--- config.mk ---
export PLATFORM = sky130hd
export DESIGN_NAME = secuenciador_pc
export DESIGN_NICKNAME = d
export VERILOG_FILES = /design/src/rtl/micro_pkg.sv /design/src/rtl/pila_retorno.sv /design/src/rtl/secuenciador_pc.sv
export SDC_FILE = /design/constraint.sdc
export NUM_CORES = 1
export LEC_CHECK = 0
export CORE_MARGIN = 5
export CORE_UTILIZATION = 50
export CTS_CLUSTER_DIAMETER = 30
export DETAILED_ROUTE_END_ITERATION = 10
export GPL_TIMING_DRIVEN = 1
export HOLD_SLACK_MARGIN = 0.12
export PLACE_DENSITY_LB_ADDON = 0.3
export SLEW_MARGIN = 25
export SYNTH_ARGS = -nofsm -noshare
export SYNTH_HDL_FRONTEND = slang
export SYNTH_HIERARCHICAL = 1
export SYNTH_SLANG_ARGS = --single-unit
--- constraint.sdc ---
create_clock -name clk -period 4.45 [get_ports clk]
set_clock_uncertainty 0.15 [all_clocks]
set_input_delay 0.89 -clock clk [delete_from_list [all_inputs] [get_ports clk]]
set_output_delay 0.89 -clock clk [all_outputs]
set_load 0.02 [all_outputs]
--- src/rtl/micro_pkg.sv ---
// Shared microcontroller package: jump/call opcode constants and the
// sequencer FSM state type, also imported by unidad_control.
package micro_pkg;

  localparam logic [5:0] OP_J    = 6'b100000;
  localparam logic [5:0] OP_JZ   = 6'b100001;
  localparam logic [5:0] OP_JNZ  = 6'b100010;
  localparam logic [5:0] OP_CALL = 6'b100011;
  localparam logic [5:0] OP_RET  = 6'b100100;

  typedef enum logic {
    ST_RUN  = 1'b0,
    ST_HALT = 1'b1
  } estado_t;

endpackage

--- src/rtl/pila_retorno.sv ---
// Return-address LIFO. Only the stack pointer is reset; the storage array is
// plain data. Push on full and pop on empty are ignored (the caller flags them).
module pila_retorno #(
  parameter int W     = 10,
  parameter int DEPTH = 4
) (
  input  logic         clk,
  input  logic         reset,
  input  logic         push,
  input  logic         pop,
  input  logic [W-1:0] din,
  output logic [W-1:0] dout,
  output logic         vacia,
  output logic         llena
);

  localparam int SP_W  = $clog2(DEPTH + 1);
  localparam int IDX_W = $clog2(DEPTH);

  logic [W-1:0]    mem [DEPTH];
  logic [SP_W-1:0] sp;
  logic [SP_W-1:0] sp_dec;

  assign sp_dec = sp - SP_W'(1);
  assign vacia  = (sp == '0);
  assign llena  = (sp == SP_W'(DEPTH));
  // Top of stack sits one below the pointer; valid whenever vacia is 0.
  assign dout   = mem[sp_dec[IDX_W-1:0]];

  always_ff @(posedge clk) begin
    if (reset) begin
      sp <= '0;
    end else if (push && !llena) begin
      sp <= sp + SP_W'(1);
    end else if (pop && !vacia) begin
      sp <= sp_dec;
    end
  end

  always_ff @(posedge clk) begin
    if (push && !llena) begin
      mem[sp[IDX_W-1:0]] <= din;
    end
  end

endmodule

--- src/rtl/secuenciador_pc.sv ---
// Program-counter sequencer: increment, jumps, conditional jumps and CALL/RET.
// Define SECUENCIADOR_HALT_EN to halt on stack overflow/underflow.
module secuenciador_pc
  import micro_pkg::*;
#(
  parameter int PC_W        = 10,
  parameter int STACK_DEPTH = 4
) (
  input  logic            clk,
  input  logic            reset,
  input  logic [5:0]      opcode,
  input  logic            zero,
  input  logic [PC_W-1:0] dir_salto,
  output logic [PC_W-1:0] pc,
  output logic            s_inc,
  output logic            pila_vacia,
  output logic            pila_llena,
  output logic            error_pila,
  output logic            parado
);

  estado_t         state;
  estado_t         state_next;
  logic [PC_W-1:0] pc_inc;
  logic [PC_W-1:0] pc_next;
  logic [PC_W-1:0] ret_addr;
  logic            push;
  logic            pop;
  logic            err_set;

  assign pc_inc = pc + PC_W'(1);

  pila_retorno #(
    .W     (PC_W),
    .DEPTH (STACK_DEPTH)
  ) u_pila (
    .clk   (clk),
    .reset (reset),
    .push  (push),
    .pop   (pop),
    .din   (pc_inc),
    .dout  (ret_addr),
    .vacia (pila_vacia),
    .llena (pila_llena)
  );

  always_comb begin
    pc_next    = pc;
    s_inc      = 1'b0;
    push       = 1'b0;
    pop        = 1'b0;
    err_set    = 1'b0;
    state_next = state;
    if (state == ST_RUN) begin
      pc_next = pc_inc;
      s_inc   = 1'b1;
      case (opcode)
        OP_J: begin
          pc_next = dir_salto;
          s_inc   = 1'b0;
        end
        OP_JZ: begin
          if (zero) begin
            pc_next = dir_salto;
            s_inc   = 1'b0;
          end
        end
        OP_JNZ: begin
          if (!zero) begin
            pc_next = dir_salto;
            s_inc   = 1'b0;
          end
        end
        OP_CALL: begin
          s_inc = 1'b0;
          if (pila_llena) begin
            err_set = 1'b1;
`ifdef SECUENCIADOR_HALT_EN
            pc_next    = pc;
            state_next = ST_HALT;
`else
            pc_next = dir_salto;
`endif
          end else begin
            push    = 1'b1;
            pc_next = dir_salto;
          end
        end
        OP_RET: begin
          if (pila_vacia) begin
            err_set = 1'b1;
`ifdef SECUENCIADOR_HALT_EN
            pc_next    = pc;
            s_inc      = 1'b0;
            state_next = ST_HALT;
`endif
          end else begin
            pop     = 1'b1;
            pc_next = ret_addr;
            s_inc   = 1'b0;
          end
        end
        default: ;
      endcase
    end
  end

  always_ff @(posedge clk) begin
    if (reset) begin
      state      <= ST_RUN;
      pc         <= '0;
      error_pila <= 1'b0;
    end else begin
      state <= state_next;
      pc    <= pc_next;
      if (err_set) begin
        error_pila <= 1'b1;
      end
    end
  end

`ifdef SECUENCIADOR_HALT_EN
  assign parado = (state == ST_HALT);
`else
  assign parado = 1'b0;
`endif

endmodule

==> results_dict.tcl <==
set metrics [dict create \
    row_count 26 \
    p_leak_nw 0.934 \
    reg2reg_from "u_pila/sp[0]$_SDFFE_PP0P_" \
    holdCritStartpoint "error_pila$_SDFFE_PP0P_" \
    synth_top_area_frac 0.468 \
    power.share.clock 0.317 \
    place.port_buffers 32 \
    synth_area_leader_cell "edfxtp_1" \
    arrival_ns 3.05 \
    track_usage 0.169 \
    start_util 0.509 \
    r2r-end "u_pila/sp[1]$_SDFFE_PP0P_" \
    overflow 0 \
    maxCapViolCount 0 \
    path_max_fanout 16 \
    r2r_cells 9 \
    antenna_found_initial 0 \
    clk_latency_ns 0.30 \
    gp_congestion 0.819 \
    synth_cell_types 44 \
    drc_errors 0 \
    power.internal_uw 719 \
    crit_start "opcode[5]" \
    ctsLongestPathBuffers 2 \
    rsz0062_at_grt "no" \
    layout_min_cycle_time_ns 4.09 \
    dr.pass1.iters 4 \
    n_antenna_cell 0 \
    routedWlPerCell_um 18.3 \
    setup_ws_ns 0.355 \
    drv_slew 0 \
    final-seq-area_sq_mm 0.00148 \
    preCtsSetupSlack_ns 0.354 \
    layout_common_cells "edfxtp_1 (40), clkdlybuf4s50_1 (32), dfxtp_1 (14)" \
    cp_slowest_cell "or3_1" \
    rrSetupSlack_ns 1.54 \
    cts_tree "done" \
    hold_ws_ns 0.352 \
    root_buffer "clkbuf_8" \
    wirelength_mm 5.11 \
    path_common_cell "clkdlybuf4s50_1" \
    cts_setup_buffers 0 \
    setup_viol 0 \
    cts_made_buffers 5 \
    grt_pass1_wl_mm 8.25 \
    ant_nets 0 \
    swShare 0.204 \
    syn_nets 202 \
    crit_path_end_kind "output pin" \
    yosysWarningCount 6 \
    multiInputGateArea_sq_um 958 \
    critPathRequiredTime_ns 3.41 \
    mostFrequentLayoutCell "edfxtp_1" \
    drt_iter0_drc 149 \
    io_pins 34 \
    critical_path.max_stage_delay_ns 0.56 \
    switching_power_uw 185 \
    die_w_um 81.7 \
    area_growth_pct 16.9 \
    cts_max_level 2 \
    outcome "completed" \
    chipHeight_um 81.7 \
    numPlacedInstances 271 \
    tns_ns 0 \
    netlist_instances 176 \
    cts_resized 0 \
    core_sq_mm 0.00504 \
    synth_area_sq_mm 0.00257 \
    instances_no_fill 279 \
    nFillCells 399 \
    worstSetupEndpoint "s_inc" \
    period_share 0.920 \
    max-vdd-ir-drop_uv 228 \
    yosys_register_bits 54 \
    grt_max_degree 17 \
    p_total_uw 903 \
    ys_top_cells_by_area "edfxtp_1 (47%), dfxtp_1 (11%), mux4_2 (7.9%)" \
    power_frac_comb 0.075 \
    path_cells "clkdlybuf4s50_1 -> or3b_1 -> or3_1 -> clkinv_8 -> nor2_1 -> clkdlybuf4s50_1" \
    min_path_type "reg2reg" \
    die_area_sq_mm 0.00667 \
    vias 1561 \
    ys_seq_area_frac 0.577 \
    p_seq_frac 0.609 \
    drive_above_1_share 0.206 \
    clk_pin_slew_ns 0.09 \
    worstSetupStartpointType "input port" \
    cts_hold_buffers 0 \
    p_per_area_mw_per_mm2 301 \
    vias_per_cell 5.59 \
    max_slew_margin 0.464 \
    clkSinkCount 54 \
    grt_pass1_vias 1613 \
    nets 234 \
    dpl.hpwl_mm 3.57 \
    finalHoldViolCount 0 \
    syn_avg_cell_area_sq_um 14.6 \
    path_class "in2out" \
    tightestPinTransition_ns 0.801 \
    max_clock_freq_mhz 244 \
]
-- sequential cells by signal (all words and copies together) (netlist names) --
register,count
error_pila,1
pc,10
u_pila/sp,3
u_pila/mem,40
-- metrics by stage --
step	instance area (sq um)	utilization
floorplan	2570	-
global placement	2900	0.575
CTS	3000	0.595
detailed placement	2900	0.575
global route	3000	0.595
finish	3000	0.595
-- how the worst min path moves through the flow --
stage                                     end  slack (ns)  depth (start not counted)
CTS                   error_pila$_SDFFE_PP0P_        0.36                          2
finish                error_pila$_SDFFE_PP0P_        0.35                          2
global route          error_pila$_SDFFE_PP0P_        0.39                          2
global placement      error_pila$_SDFFE_PP0P_        0.31                          2
floorplan           u_pila/sp[2]$_SDFFE_PP0P_        0.36                          2
detailed placement    error_pila$_SDFFE_PP0P_        0.34                          2
-- cell usage after synthesis (all sizes together) --
cell     instances
a211o            2
a21boi           1
a21oi            9
a221oi           1
a22oi           10
a31oi            2
and2             5
and3             2
buf              7
clkbuf           2
clkinv           1
conb             1
dfxtp           14
edfxtp          40
ha               7
inv              6
mux4            10
nand2            5
nand3           10
nand3b           3
nand4            1
nor2             3
nor2b            2
nor3             4
nor4             2
nor4b            1
o211ai           2
o21a             2
o21ai            2
o2bb2ai          1
o31a             2
or2              2
or2b             1
or3              6
or3b             3
xnor2            2
xor2             2
-- metal layers --
metal,up-vias,share of wire,GRT usage
met1,773,0.42,0.215
met5,-,0,0
met3,2,0.055,0.0406
li1,745,-,-
met2,41,0.53,0.295
met4,0,0.0023,0.0382
-- power by group through the flow --
stage | Clock [mW] | Sequential [mW] | Combinational, mW
2_1_floorplan | 0 | 0.566 | 0.0292
3_3_place_gp | 0 | 0.561 | 0.0659
3_5_place_dp | 0 | 0.561 | 0.0677
4_1_cts | 0.294 | 0.550 | 0.0682
5_1_grt | 0.317 | 0.551 | 0.0730
6_report | 0.286 | 0.550 | 0.0675
-- worst max-delay path: cells and delay by family --
| family | cells | cell delay (ns) |
|---|---|---|
| AND/OR/NAND/NOR | 3 | 0.98 |
| buffers and inverters | 3 | 1.17 |
-- cell type report --
type                            count  share of cell area
Tap cell                           70              0.0292
Sequential cell                    54               0.494
Multi-Input combinational cell    106               0.319
Inverter                            7              0.0129
Clock buffer                        7              0.0321
Timing Repair Buffer               34               0.112
Clock inverter                      1             0.00125
-- cells by family (layout without fill, tap and decap cells) --
kind of cell,count (synthesis),in the layout,synth area share
compound gates,34,34,0.119
simple gates,50,50,0.116
fa+ha+maj,7,7,0.0341
flops,54,54,0.577
other cells,1,1,0.00146
xor+xnor,4,4,0.0136
mux,10,10,0.0892
buf+inv,16,49,0.0497
No activity file was read; power rests on OpenSTA's default activity.
